===== src/rtl/fetch_unit_if.sv =====
// rtl/fetch_unit_if.sv - instruction memory and instruction buffer bus for the fetch stage
//
// Purpose: groups the instruction-memory request/response handshake and the
// instruction-buffer write port into one bundle.
// Signals:
//   imem_req/imem_addr      request valid and word address (fetch -> memory)
//   imem_ready              memory accepts the request this cycle
//   imem_rvalid/imem_rdata  response valid and instruction word (memory -> fetch)
//   ins_full                instruction buffer full (buffer -> fetch)
//   wr_en/pc_out/next_pc_out/instruction_out  buffer write port (fetch -> buffer)
//   ins_flush               one-cycle buffer flush pulse (fetch -> buffer)
// Modports: master = fetch unit side, slave = memory/buffer side.

interface fetch_unit_if;
    logic        imem_req;
    logic [31:0] imem_addr;
    logic        imem_ready;
    logic        imem_rvalid;
    logic [31:0] imem_rdata;
    logic        ins_full;
    logic        wr_en;
    logic [31:0] pc_out;
    logic [31:0] next_pc_out;
    logic [31:0] instruction_out;
    logic        ins_flush;

    modport master (
        output imem_req, imem_addr, wr_en, pc_out, next_pc_out, instruction_out, ins_flush,
        input  imem_ready, imem_rvalid, imem_rdata, ins_full
    );

    modport slave (
        input  imem_req, imem_addr, wr_en, pc_out, next_pc_out, instruction_out, ins_flush,
        output imem_ready, imem_rvalid, imem_rdata, ins_full
    );
endinterface


===== src/rtl/fetch_unit.sv =====
// rtl/fetch_unit.sv - instruction fetch stage with JAL predecode and redirect handling
//
// Purpose: owns the fetch PC, issues single-outstanding word requests to
// instruction memory and writes each returned instruction into the
// instruction buffer with its PC and predicted next PC. JAL is predicted
// taken; everything else falls through to pc+4. A redirect reloads the PC,
// pulses ins_flush and squashes any outstanding response.
// Ports:
//   clk             clock, rising edge
//   reset           synchronous, active-high
//   redirect_valid  single-cycle redirect pulse from the branch unit
//   redirect_pc     redirect target (bits [1:0] ignored)
//   bus             fetch_unit_if.master: imem handshake and buffer write port

module fetch_unit #(
    parameter logic [31:0] RESET_PC = 32'h0000_0000
) (
    input  logic              clk,
    input  logic              reset,
    input  logic              redirect_valid,
    input  logic [31:0]       redirect_pc,
    fetch_unit_if.master      bus
);

    typedef enum logic [1:0] {
        FETCH = 2'd0,
        WAIT  = 2'd1,
        DROP  = 2'd2
    } state_t;

    state_t      state;
    state_t      state_n;
    logic [29:0] fpc;
    logic [29:0] fpc_n;
    logic        ins_flush_q;
    logic [31:0] pc_full;
    logic [31:0] jal_imm;
    logic [31:0] pred_pc;
    logic        is_jal;
    logic        unused_redirect_low;

    // Word-aligned PC: the two low bits are never stored.
    assign pc_full             = {fpc, 2'b00};
    assign unused_redirect_low = ^redirect_pc[1:0];

    // Predecode: J-type immediate of a JAL, sign-extended to 32 bits.
    assign is_jal  = (bus.imem_rdata[6:0] == 7'b1101111);
    assign jal_imm = {{11{bus.imem_rdata[31]}}, bus.imem_rdata[31], bus.imem_rdata[19:12],
                      bus.imem_rdata[20], bus.imem_rdata[30:21], 1'b0};
    assign pred_pc = is_jal ? (pc_full + jal_imm) : (pc_full + 32'd4);

    assign bus.imem_addr       = pc_full;
    assign bus.pc_out          = pc_full;
    assign bus.next_pc_out     = pred_pc;
    assign bus.instruction_out = bus.imem_rdata;
    assign bus.ins_flush       = ins_flush_q;

    always_ff @(posedge clk) begin
        if (reset) begin
            state       <= FETCH;
            fpc         <= RESET_PC[31:2];
            ins_flush_q <= 1'b0;
        end else begin
            state       <= state_n;
            fpc         <= fpc_n;
            ins_flush_q <= redirect_valid;
        end
    end

    always_comb begin
        state_n      = state;
        fpc_n        = fpc;
        bus.imem_req = 1'b0;
        bus.wr_en    = 1'b0;

        case (state)
            FETCH: begin
                // Requests are suppressed while the buffer is full, during the
                // flush cycle and in a redirect cycle, so a redirect never
                // coincides with an accepted request.
                bus.imem_req = !reset && !bus.ins_full && !ins_flush_q && !redirect_valid;
                if (bus.imem_req && bus.imem_ready) begin
                    state_n = WAIT;
                end
            end
            WAIT: begin
                if (bus.imem_rvalid) begin
                    state_n = FETCH;
                    if (!redirect_valid && !reset) begin
                        bus.wr_en = 1'b1;
                        fpc_n     = pred_pc[31:2];
                    end
                end else if (redirect_valid) begin
                    // Response still in flight belongs to the squashed path.
                    state_n = DROP;
                end
            end
            DROP: begin
                if (bus.imem_rvalid) begin
                    state_n = FETCH;
                end
            end
            default: begin
                state_n = FETCH;
            end
        endcase

        if (redirect_valid) begin
            fpc_n = redirect_pc[31:2];
        end
    end

endmodule


===== src/flat_wrapper.sv =====
// flat-port wrapper written by rule: the top's interface ports become plain ports
module fetch_unit_flat 
#(
    parameter logic [31:0] RESET_PC = 32'h0000_0000
)
  (clk, reset, redirect_valid, redirect_pc, bus_imem_req, bus_imem_addr, bus_wr_en, bus_pc_out, bus_next_pc_out, bus_instruction_out, bus_ins_flush, bus_imem_ready, bus_imem_rvalid, bus_imem_rdata, bus_ins_full);
  fetch_unit_if bus_i ();
  input  logic clk;
  input  logic reset;
  input  logic redirect_valid;
  input  logic [31:0] redirect_pc;
  output wire logic [$bits(bus_i.imem_req)-1:0] bus_imem_req;
  output wire logic [$bits(bus_i.imem_addr)-1:0] bus_imem_addr;
  output wire logic [$bits(bus_i.wr_en)-1:0] bus_wr_en;
  output wire logic [$bits(bus_i.pc_out)-1:0] bus_pc_out;
  output wire logic [$bits(bus_i.next_pc_out)-1:0] bus_next_pc_out;
  output wire logic [$bits(bus_i.instruction_out)-1:0] bus_instruction_out;
  output wire logic [$bits(bus_i.ins_flush)-1:0] bus_ins_flush;
  input wire logic [$bits(bus_i.imem_ready)-1:0] bus_imem_ready;
  input wire logic [$bits(bus_i.imem_rvalid)-1:0] bus_imem_rvalid;
  input wire logic [$bits(bus_i.imem_rdata)-1:0] bus_imem_rdata;
  input wire logic [$bits(bus_i.ins_full)-1:0] bus_ins_full;
  assign bus_imem_req = bus_i.imem_req;
  assign bus_imem_addr = bus_i.imem_addr;
  assign bus_wr_en = bus_i.wr_en;
  assign bus_pc_out = bus_i.pc_out;
  assign bus_next_pc_out = bus_i.next_pc_out;
  assign bus_instruction_out = bus_i.instruction_out;
  assign bus_ins_flush = bus_i.ins_flush;
  assign bus_i.imem_ready = bus_imem_ready;
  assign bus_i.imem_rvalid = bus_imem_rvalid;
  assign bus_i.imem_rdata = bus_imem_rdata;
  assign bus_i.ins_full = bus_ins_full;
  fetch_unit #(.RESET_PC(RESET_PC)) u_core (.clk(clk), .reset(reset), .redirect_valid(redirect_valid), .redirect_pc(redirect_pc), .bus(bus_i));
endmodule

===== config.mk =====
export PLATFORM = sky130hd
export DESIGN_NAME = fetch_unit_flat
export DESIGN_NICKNAME = d
export VERILOG_FILES = /design/src/rtl/fetch_unit_if.sv /design/src/rtl/fetch_unit.sv /design/src/flat_wrapper.sv
export SDC_FILE = /design/constraint.sdc
export NUM_CORES = 1
export LEC_CHECK = 0
export BUFFER_PORTS_ARGS = -buffer_cell sky130_fd_sc_hd__buf_2
export CELL_PAD_IN_SITES_DETAIL_PLACEMENT = 1
export CELL_PAD_IN_SITES_GLOBAL_PLACEMENT = 2
export CORE_ASPECT_RATIO = 1.25
export CORE_MARGIN = 2
export CORE_UTILIZATION = 25
export DETAILED_ROUTE_END_ITERATION = 8
export GPL_ROUTABILITY_DRIVEN = 0
export PLACE_DENSITY = 0.95
export SETUP_SLACK_MARGIN = 0.15
export SLEW_MARGIN = 30
export SYNTH_ARGS = -nofsm -noshare
export SYNTH_HDL_FRONTEND = slang
export SYNTH_SLANG_ARGS = --single-unit

===== constraint.sdc =====
create_clock -name clk -period 6.5 [get_ports clk]
set_input_delay 0 -clock clk [delete_from_list [all_inputs] [get_ports clk]]
set_output_delay 0 -clock clk [all_outputs]
set_load 0.1 [all_outputs]

==> results of run 1 <==
## final cells by class
cell class / instances / area, µm²
well taps: 175 / 219
clock buffers: 5 / 125
fillers: 1749 / 9390
repair buffers: 206 / 1140
inverters: 16 / 60.1
multi-input cells: 344 / 2200
flip-flops and latches: 33 / 661
clock inverters: 3 / 17.5
## flip-flops by register name, summed over array words and instances (netlist names)
signal / cells
u_core.fpc: 30
u_core.state: 2
u_core.bus.ins_flush: 1
## layout by cell type, fill, tap and decap left out, types with 11 or more instances in the layout
master           n
nor3_1          11
a21oi_1         37
dfxtp_1         33
nand2_1         44
and3_1          23
inv_1           15
dlygate4sd3_1   21
buf_2          183
ha_1            18
nor2_1          41
nand3_1         14
o21ai_0         14
xor2_1          14
xnor2_1         20
## where the power goes
| part | internal (mW) | total [mW] | leakage [nW] | switching [mW] |
|---|---|---|---|---|
| registers | 0.215 | 0.239 | 0.273 | 0.0236 |
| logic | 0.0814 | 0.514 | 1.93 | 0.432 |
| clock network | 0.141 | 0.243 | 0.0696 | 0.102 |
| total | 0.437 | 0.996 | 2.27 | 0.558 |
## worst paths after layout
check,cells past startpoint,slack [ns],start,to
setup reg to reg,12,3.00,u_core.fpc[0],u_core.fpc[28]
setup / recovery,14,2.16,bus_imem_rdata[4],bus_next_pc_out[27]
hold reg to reg,2,0.54,u_core.fpc[15],u_core.fpc[15]
hold / removal,0,0.00004,bus_imem_rdata[7],bus_instruction_out[7]
## synthesized netlist by cell type (3+ instances only)
library cell / number / area, µm²
buf_4: 67 / 503
nand2_1: 44 / 165
nor2_1: 41 / 154
a21oi_1: 37 / 185
dfxtp_1: 33 / 661
clkbuf_1: 27 / 101
and3_1: 23 / 144
xnor2_1: 20 / 175
ha_1: 18 / 225
inv_1: 16 / 60.1
nand3_1: 14 / 70.1
o21ai_0: 14 / 70.1
xor2_1: 14 / 123
nor3_1: 11 / 55.1
a311oi_1: 9 / 78.8
or3_1: 9 / 56.3
a211oi_1: 7 / 52.6
a31oi_1: 7 / 43.8
a221oi_1: 5 / 43.8
a21o_1: 4 / 30.0
nand2b_1: 4 / 25.0
nand3b_1: 4 / 30.0
o211ai_1: 4 / 30.0
o21a_1: 4 / 30.0
mux2i_1: 3 / 30.0
nand4_1: 3 / 18.8
nor2b_1: 3 / 18.8
or4_1: 3 / 22.5
## worst max-delay path, delay by kind of cell
family	cells	cell delay [ns]
buf+inv	3	0.69
xor+xnor	1	0.26
fa+ha+maj	1	0.12
compound gates	5	1.29
simple gates	4	1.98
## per-layer routing
| metal | wire, µm | GRT usage (%) |
|---|---|---|
| met5 | 0 | 0 |
| met2 | 6920 | 32.1 |
| met1 | 5060 | 17.4 |
| met4 | 248 | 4.72 |
| met3 | 675 | 2.29 |
## kinds of logic (layout without fill, tap and decap cells)
| family | count (synthesis) | after routing |
|---|---|---|
| flip-flops | 33 | 33 |
| adder cells (fa/ha/maj) | 19 | 19 |
| AND/OR/NAND/NOR | 172 | 172 |
| other | 1 | 5 |
| XOR/XNOR | 34 | 34 |
| AO/OA/AOI/OAI | 109 | 109 |
| multiplexers | 5 | 5 |
| buffers and inverters | 114 | 230 |
## through the flow
step / instance area, µm² / utilization [%] / setup slack (ns) / hold WS [ns] / power [mW]
after detailed placement: 4070 / 29.5 / 2.19 / 0.000681 / 0.747
after floorplan: 3550 / - / 1.82 / 0.0793 / 0.706
after CTS: 4430 / 32.0 / 2.19 / 0.0000495 / 1.01
final: 4430 / 32.0 / 2.16 / 0.0000439 / 0.996
after global routing: 4430 / 32.0 / 1.90 / 0.000266 / 1.03
after global placement: 4070 / 29.5 / 2.24 / 0.000681 / 0.742
==> results by group, run 1 <==
Status
  – Outcome: finished, final reports clean

Clocking
  – CTS root buffer: clkbuf_16
  – Total clock sinks: 33
  – H-tree Lvls: 2
  – Clock Path Buffers: 2
  – Num CTS Buffers: 5
  – Worst skew pair latency: 0.28 ns
  – CTS tree: done
  – CTS resizes: 0
  – CTS hold repair buffers: 21
  – Setup bufs post-CTS: 0

Logic synthesis
  – Synthesized cell area: 3540 µm²
  – Largest family of logic cells by synthesized area: simple AND/OR/NAND/NOR gates
  – Yosys reg bits: 33
  – Seq/Total Area, Yosys: 18.7%
  – Synth Flop Type: dfxtp_1
  – Post-synth EDFFs: 0
  – Area share of fa/ha/maj cells after synthesis: 6.93%
  – Simple-gate share of the synthesized area: between 20% and 30%
  – Synth async-reset ratio: 0%
  – Compound-gate portion of the synthesized area: 20.5%
  – Mux contribution to synthesized area: 1.49%
  – Synth Warn #: 0
  – Post-synth cell types: 60
  – Synth Instances: 487
  – Syn Area/Cell: 7.26 µm²
  – Synth Area in XOR/XNOR: 8.42%

Placed design
  – Buffers added on ports: about 180
  – Placed Cells incl. Taps: 753
  – HPWL Detailed: between 9 and 10 mm

Drt
  – Antenna-violating nets left: 0
  – Drt drc: 0
  – Vias per cell: about 5.0
  – Vias: 3938
  – DR pass1 iterations: 5
  – Post-Route WL: 12.9 mm
  – Starting DRT DRC Count: 167
  – WL/cell: 16.5 µm

Setup path
  – Arr. time, crit path: 4.34 ns
  – Critical Path RT: 6.50 ns
  – CP startpoint kind: input pin
  – Cell Chain, Critical Path: buf_2 -> and3b_1 -> nand3_1 -> inv_1 -> ha_1 -> a21o_2 -> and4_2 -> o211ai_2 -> a2111o_1 -> o211a_1 -> or4_2 -> o21ai_0 -> xor2_1 -> buf_2
  – Most frequent CP cell: buf_2
  – CP endpoint kind: output pin
  – Worst Path Max Fanout: 21
  – Max incr delay on CP: around 0.78 ns
  – WS Path Type: input pin to output pin
  – Critical-path top delay cell: and3b_1

Floorplan
  – Io pins: 201
  – Initial core utilization: 25.6%
  – Die width: about 110 µm
  – Rows: 48
  – Die ar.: between 15000 and 20000 µm²
  – Die Y: 137 µm
  – Core area: 13800 µm²

STA
  – RSZ-0062 raised after global routing: no
  – Tcrit/Tclk final: 66.7%
  – Max_slew headroom: 41.5%
  – Fmax: 231 MHz
  – Setup violators final: 0
  – Fin Setup TNS: 0 ns
  – Max-slew violation count: 0
  – Measured slew at the worst slew-check pin: between 0.8 and 0.9 ns
  – Worst Skew: 0.00357 ns
  – Clock period minus worst slack: 4.34 ns
  – Hold Fails Final Rpt: 0

Global routing
  – Vias in the first global route: 3779
  – Global-route wire length before repair: ~19 mm
  – Gr usage total: between 10% and 20%
  – Antenna violations before repair: 0
  – Largest net degree at the start of global routing: 40
  – Global route overflow: 0

Worst hold path
  – Tightest Hold Check Type: input pin to output pin

Cells and area
  – Final Non-Filler Cells: 782
  – Area grow syn2layout: 25.2%
  – Fin nets: 695
  – Diode count: 0
  – Share of cells above drive strength 1: between 30% and 40%

Flow run
  – Maxcap violations: 0

Pwr
  – VDD IR max: 0.000114 V
  – Pwr per Cell Area: 225 nW/µm²
  – Static leakage: 2.27 nW
No activity file was read; power rests on OpenSTA's default activity.
==> inputs of run 2 (changes only) <==
- CORE_UTILIZATION: 25 -> 23
- PLACE_DENSITY: 0.95 -> 0.94
- clock period: 6.5 -> 4.4 ns (I/O delays scaled with it)
==> results by group, run 2 (same netlist as run 1, synthesis figures left out) <==
Clocking
  – Clock Path Buffers: 2 (unchanged)
  – CTS tree: done
  – CTS hold repair buffers: 25 (+19%)
  – Setup bufs post-CTS: 0 (unchanged)
  – Num CTS Buffers: 5 (unchanged)
  – CTS root buffer: clkbuf_16
  – H-tree Lvls: 2 (unchanged)
  – Total clock sinks: 33 (unchanged)
  – CTS resizes: 0 (unchanged)
  – Worst skew pair latency: 0.28 ns (about the same)

Status
  – Outcome: finished, final reports clean

Global routing
  – Antenna violations before repair: 1 (+1)
  – GR peak layer: met2
  – GR Layer Usage met3: 2.55% (+0.26 points)
  – Global route overflow: 0 (unchanged)
  – Met1 Resource Use GR: 18.4% (+1.0 points)
  – Gr usage total: 15.4% (-0.84 points)
  – GRT met2 Usage: 29.0% (-3.1 points)
  – Largest net degree at the start of global routing: 40 (unchanged)
  – Vias in the first global route: 3887 (+2.9%)
  – Global-route wire length before repair: 20.0 mm (+4.5%)

Worst hold path
  – Hold path start: bus_imem_rdata[9]
  – Worst Hold Path EP: bus_instruction_out[9]
  – Hold depth: 0 (unchanged)
  – Tightest Hold Check Type: input pin to output pin

Placed design
  – HPWL Detailed: 9.91 mm (+3.2%)
  – Buffers added on ports: 183 (unchanged)

Floorplan
  – Io pins: 201 (unchanged)
  – Rows: 50 (+4.2%)
  – Die width: 115 µm (+4.1%)
  – Core area: 15000 µm² (+8.7%)
  – Die Y: 143 µm (+4.1%)
  – Initial core utilization: 23.6% (-2.0 points)
  – Die ar.: 16400 µm² (+8.4%)

Cells and area
  – Largest reg by FF count: u_core.fpc
  – Fin nets: 703 (+1.2%)
  – Share of cells above drive strength 1: 36.3% (+3.0 points)
  – Most frequent cells in the layout: buf_2, nand2_1, nor2_1
  – Diode count: 0 (unchanged)
  – Area grow syn2layout: 33.6%
  – Commonest non-fill, non-tap cell in the layout: buf_2
  – # fillers: 1882 (+7.6%)
  – Largest register FFs: 30 (unchanged)

STA
  – Max_slew headroom: 47.6% (+6.1 points)
  – Hold slack: 0.000217 ns (+0.000173 ns)
  – RSZ-0062 raised after global routing: no
  – Fin Setup TNS: 0 ns (unchanged)
  – Tcrit/Tclk final: 87.3%
  – Hold Fails Final Rpt: 0 (unchanged)
  – Measured slew at the worst slew-check pin: 0.786 ns (-0.0912 ns)
  – Setup violators final: 0 (unchanged)
  – Max-slew violation count: 0 (unchanged)
  – Clock period minus worst slack: 3.84 ns
  – Worst Skew: 0.00588 ns (+0.00231 ns)
  – Fmax: 260 MHz

Setup path
  – Max incr delay on CP: 0.70 ns (-0.08 ns)
  – Critical Path RT: 4.40 ns (-2.10 ns)
  – R2r setup slk: 0.81 ns (-2.19 ns)
  – Buffers plus inverters on the worst setup path: 3 (unchanged)
  – Critical-path top delay cell: or4_2
  – Worst r2r dst: u_core.fpc[28]
  – CP startpoint kind: input pin
  – Arr. time, crit path: 3.84 ns (-0.50 ns)
  – Cell depth of the worst flop-to-flop path: 12 (unchanged)
  – CP endpoint kind: output pin
  – Crit Reg-Reg Startpoint: u_core.fpc[0]
  – WS Path Type: input pin to output pin
  – Worst Path Max Fanout: 17 (-19%)
  – Cell Chain, Critical Path: buf_2 -> and4_1 -> nand3_1 -> inv_1 -> ha_1 -> a21o_2 -> and4_2 -> o211ai_2 -> a2111o_1 -> o211a_1 -> or4_2 -> o21ai_0 -> xor2_2 -> buf_12
  – CP top delay family: simple AND/OR/NAND/NOR gates

Drt
  – Antenna-violating nets left: 0 (unchanged)
  – Drt drc: 0 (unchanged)
  – Post-Route WL: 12.9 mm (+0.24%)
  – Vias per cell: 4.87 (-3.3%)
  – Vias: 3882 (-1.4%)
  – Starting DRT DRC Count: 94 (-44%)
  – WL/cell: 16.2 µm (-1.6%)
  – DR pass1 iterations: 4 (-1)

Pwr
  – Static leakage: 2.42 nW (+6.5%)
  – VDD IR max: 0.000141 V (+24%)
  – Pwr per Cell Area: 331 nW/µm² (+47%)

Flow run
  – Maxcap violations: 0 (unchanged)
-- run 2: cell type report --
| type | instances | area (µm²) | share of cell area, % |
|---|---|---|---|
| Clock inverter | 1 | 30.0 | 0.636 |
| Inverter | 16 | 60.1 | 1.27 |
| Multi-Input combinational cell | 344 | 2330 | 49.4 |
| Tap cell | 182 | 228 | 4.82 |
| Timing Repair Buffer | 214 | 1270 | 26.9 |
| Clock buffer | 7 | 143 | 3.02 |
| Sequential cell | 33 | 661 | 14.0 |
-- run 2: power by group --
| part | total, mW | internal (mW) | switching, mW |
|---|---|---|---|
| clock network | 0.429 | 0.284 | 0.145 |
| logic | 0.777 | 0.138 | 0.640 |
| registers | 0.357 | 0.318 | 0.0390 |
-- run 2: layer usage --
| layer | up-vias | part of all wire (%) |
|---|---|---|
| li1 | 1894 | - |
| met1 | 1852 | 42 |
| met2 | 127 | 52 |
| met3 | 7 | 4.9 |
| met4 | 2 | 0.70 |
| met5 | - | 0.093 |
-- run 2: worst register-to-register path, delay by kind of cell (launching register included) --
kind | cells | cell delay (ns)
AOI/OAI and AO/OA | 6 | 1.67
adders and majority gates | 2 | 0.60
buffers and inverters | 1 | 0.06
DFF | 1 | 0.39
and+or+nand+nor | 3 | 0.80
-- run 2: worst max path at each step --
stage                      startpoint                   to  slack, ns  cells past startpoint
floorplan               u_core.fpc[0]       u_core.fpc[12]      -0.18                     11
global placement    bus_imem_rdata[1]       u_core.fpc[28]       0.51                     13
detailed placement  bus_imem_rdata[1]       u_core.fpc[28]       0.41                     13
CTS                 bus_imem_rdata[1]  bus_next_pc_out[27]       0.49                     14
global route        bus_imem_rdata[1]  bus_next_pc_out[20]       0.23                     12
finish              bus_imem_rdata[1]  bus_next_pc_out[27]       0.56                     14
-- run 2: metrics by stage --
stage                     area (µm²)  utilization [%]  total power [mW]  setup WS (ns)  cells
after floorplan                 3680                -              1.05         -0.183    491
after global placement          4300             28.6              1.12          0.508    764
after detailed placement        4300             28.7              1.13          0.406    764
after CTS                       4720             31.5              1.58          0.490    797
after global routing            4720             31.5              1.62          0.230    797
final                           4720             31.5              1.56          0.560    797
==> inputs of run 3 (changes only) <==
- ABC_AREA: unset -> 1
==> results by group, run 3 <==
Status
  – Outcome: finished, final reports clean

Pwr
  – Static leakage: 2.89 nW (+19%)
  – Seq pwr share: 22.6% (-0.2 points)
  – Clock power share: 29.3% (+1.9 points)
  – Logic pwr share: 48.1% (-1.6 points)
  – Pwr per Cell Area: 299 nW/µm² (-9.7%)
  – P_int: 0.714 mW (-3.4%)
  – Sw Share: 52.4% (-0.32 points)
  – VDD IR max: 0.000115 V (-18%)
  – Switching power: 0.786 mW (-4.6%)

STA
  – Clock period minus worst slack: 3.34 ns (-0.501 ns)
  – Max_slew headroom: 51.3% (+3.8 points)
  – Setup violators final: 0 (unchanged)
  – Hold slack: 0.0000439 ns (-0.000173 ns)
  – Hold Fails Final Rpt: 0 (unchanged)
  – Tcrit/Tclk final: 75.9% (-11 points)
  – Fin Setup TNS: 0 ns (unchanged)
  – Fmax: 299 MHz (+15%)
  – Max-slew violation count: 0 (unchanged)
  – Measured slew at the worst slew-check pin: 0.725 ns (-0.0609 ns)
  – Worst Skew: 0.00945 ns (+0.00356 ns)
  – RSZ-0062 raised after global routing: no

Floorplan
  – Io pins: 201 (unchanged)
  – Core area: 17300 µm² (+15%)
  – Die width: 122 µm (+6.4%)
  – Initial core utilization: 23.3% (-0.29 points)
  – Die Y: 152 µm (+6.5%)
  – Die ar.: 18600 µm² (+13%)
  – Rows: 54 (+8.0%)

Setup path
  – Crit Reg-Reg Startpoint: u_core.fpc[0]
  – Crit path launch: bus_imem_rdata[4]
  – Buffers plus inverters on the worst setup path: 6 (+3)
  – Most frequent CP cell: nand2_1
  – Arr. time, crit path: 3.34 ns (-0.50 ns)
  – Max incr delay on CP: 0.42 ns (-0.28 ns)
  – WS Path Type: input pin to output pin
  – Critical-path top delay cell: buf_2
  – Worst r2r dst: u_core.fpc[24]
  – Cell Chain, Critical Path: buf_2 -> inv_1 -> nand2_1 -> nor2_4 -> nand2_1 -> or2_2 -> ha_1 -> inv_1 -> fa_1 -> inv_1 -> nand2_1 -> nand2_1 -> nand3_1 -> nand2_2 -> inv_1 -> o21ai_2 -> nand2_1 -> nand2_2 -> nand2_1 -> nand2_1 -> nand2_1 -> and2_1 -> buf_2
  – CP endpoint kind: output pin
  – CP top delay family: simple AND/OR/NAND/NOR gates
  – R2r setup slk: 1.87 ns (+1.06 ns)
  – Worst Path Max Fanout: 13 (-4)
  – CP startpoint kind: input pin
  – Critical Path End: bus_next_pc_out[26]
  – Worst path depth: 23 (+9)
  – Cell depth of the worst flop-to-flop path: 17 (+5)
  – Critical Path RT: 4.40 ns (about the same)

Logic synthesis
  – Area contributors post-synth: dfxtp_1, nand2_1, buf_4
  – Largest family of logic cells by synthesized area: simple AND/OR/NAND/NOR gates
  – Post-synth top area share: 16.4% (-2.3 points)
  – Post-synth cell types: 44 (-27%)
  – Top-count cell post-synth: nand2_1
  – Largest area contributor in the netlist: dfxtp_1
  – Synth Flop Type: dfxtp_1
  – Mux contribution to synthesized area: 0% (-1.5 points)
  – Post-synth EDFFs: 0 (unchanged)
  – Syn Area/Cell: 6.19 µm² (-15%)
  – Area share of fa/ha/maj cells after synthesis: 6.09% (-0.84 points)
  – Seq/Total Area, Yosys: 16.4% (-2.3 points)
  – Synth Instances: 650 (+33%)
  – Simple-gate share of the synthesized area: 36.4% (+12 points)
  – Top cells by count, synth: nand2_1, inv_1, buf_4, nor2_1, dfxtp_1
  – Yosys reg bits: 33 (unchanged)
  – Compound-gate portion of the synthesized area: 12.6% (-7.9 points)
  – Synth async-reset ratio: 0% (unchanged)
  – Synth Warn #: 0 (unchanged)
  – Synth Area in XOR/XNOR: 5.57% (-2.9 points)
  – Synthesized cell area: 4020 µm² (+14%)

Cells and area
  – Most frequent cells in the layout: buf_2, nand2_1, inv_1
  – Final Non-Filler Cells: 1006 (+26%)
  – Largest reg by FF count: u_core.fpc
  – # fillers: 2322 (+23%)
  – Share of cells above drive strength 1: 30.8% (-5.4 points)
  – Diode count: 0 (unchanged)
  – Commonest non-fill, non-tap cell in the layout: buf_2
  – Fin nets: 870 (+24%)
  – Largest register FFs: 30 (unchanged)
  – Area grow syn2layout: 24.7%

Worst hold path
  – Tightest Hold Check Type: input pin to output pin
  – Hold path start: bus_imem_rdata[7]

Clocking
  – Num CTS Buffers: 5 (unchanged)
  – CTS hold repair buffers: 19 (-24%)
  – Clock Path Buffers: 2 (unchanged)
  – H-tree Lvls: 2 (unchanged)
  – Worst skew pair latency: 0.30 ns (+0.02 ns)
  – Total clock sinks: 33 (unchanged)
  – CTS root buffer: clkbuf_16
  – Setup bufs post-CTS: 0 (unchanged)
  – CTS tree: done
  – CTS resizes: 0 (unchanged)

Placed design
  – Placed Cells incl. Taps: 979 (+28%)
  – HPWL Detailed: 11.6 mm (+17%)
  – Buffers added on ports: 183 (unchanged)

Drt
  – Post-Route WL: 14.4 mm (+12%)
  – Met2 Wirelength: 7.90 mm (+17%)
  – Metal3 WL: 534 µm (-16%)
  – Drt drc: 0 (unchanged)
  – DR pass1 iterations: 4 (unchanged)
  – WL met1: 5.81 mm (+6.8%)
  – Vias per cell: 4.43 (-9.0%)
  – Starting DRT DRC Count: 134 (+43%)
  – Highest metal layer with signal wires: met4
  – Vias: 4461 (+15%)
  – Antenna-violating nets left: 0 (unchanged)
  – WL/cell: 14.3 µm (-12%)

Global routing
  – Gr usage total: 15.6% (+0.18 points)
  – Global-route wire length before repair: 22.9 mm (+14%)
  – Antenna violations before repair: 0 (-1)
  – Vias in the first global route: 4556 (+17%)
  – Global route overflow: 0 (unchanged)
  – Largest net degree at the start of global routing: 33 (-18%)

Flow run
  – Maxcap violations: 0 (unchanged)
## run 3: how the worst min path moves through the flow
| stage | to | cells after the start |
|---|---|---|
| global route | bus_instruction_out[8] | 0 |
| finish | bus_instruction_out[7] | 0 |
| CTS | bus_instruction_out[10] | 0 |
| floorplan | u_core.fpc[0] | 2 |
| global placement | bus_instruction_out[10] | 0 |
| detailed placement | bus_instruction_out[10] | 0 |
## run 3: cell type report
| cell class | count | area (µm²) | share of cell area (%) |
|---|---|---|---|
| repair buffers | 205 | 1130 | 22.5 |
| clock inverters | 1 | 30.0 | 0.598 |
| clock buffers | 7 | 143 | 2.84 |
| well taps | 224 | 280 | 5.58 |
| flip-flops and latches | 33 | 661 | 13.2 |
| inverters | 84 | 315 | 6.28 |
| multi-input cells | 452 | 2460 | 49.0 |
## run 3: logic make-up (layout without fill, tap and decap cells)
kind of cell	after synthesis	in the layout
AND/OR/NAND/NOR	319	319
XOR/XNOR	23	23
adder cells (fa/ha/maj)	19	19
other	1	5
flip-flops	33	33
buffers and inverters	169	297
AO/OA/AOI/OAI	86	86
## run 3: metrics by stage
step           power, mW  instance area, µm²  setup slack [ns]  util, %
5_1_grt             1.56                5020             0.643     29.0
2_1_floorplan      0.994                4040             0.199        -
6_report            1.50                5020              1.06     29.0
3_3_place_gp        1.05                4660              1.01     26.9
3_5_place_dp        1.06                4660             0.974     26.9
4_1_cts             1.52                5020             0.972     29.0
## run 3: power by group through the flow
stage               sequential [mW]  combinational, mW  clock (mW)
floorplan                     0.455              0.539           0
global placement              0.345              0.708           0
detailed placement            0.346              0.712           0
CTS                           0.339              0.726       0.457
global route                  0.342              0.752       0.465
finish                        0.338              0.721       0.440
## run 3: routing by layer
layer / global-route usage [%] / vias up
li1: - / 2264
met4: 3.50 / 0
met3: 2.40 / 13
met1: 17.0 / 2078
met2: 30.6 / 106
met5: 0 / -
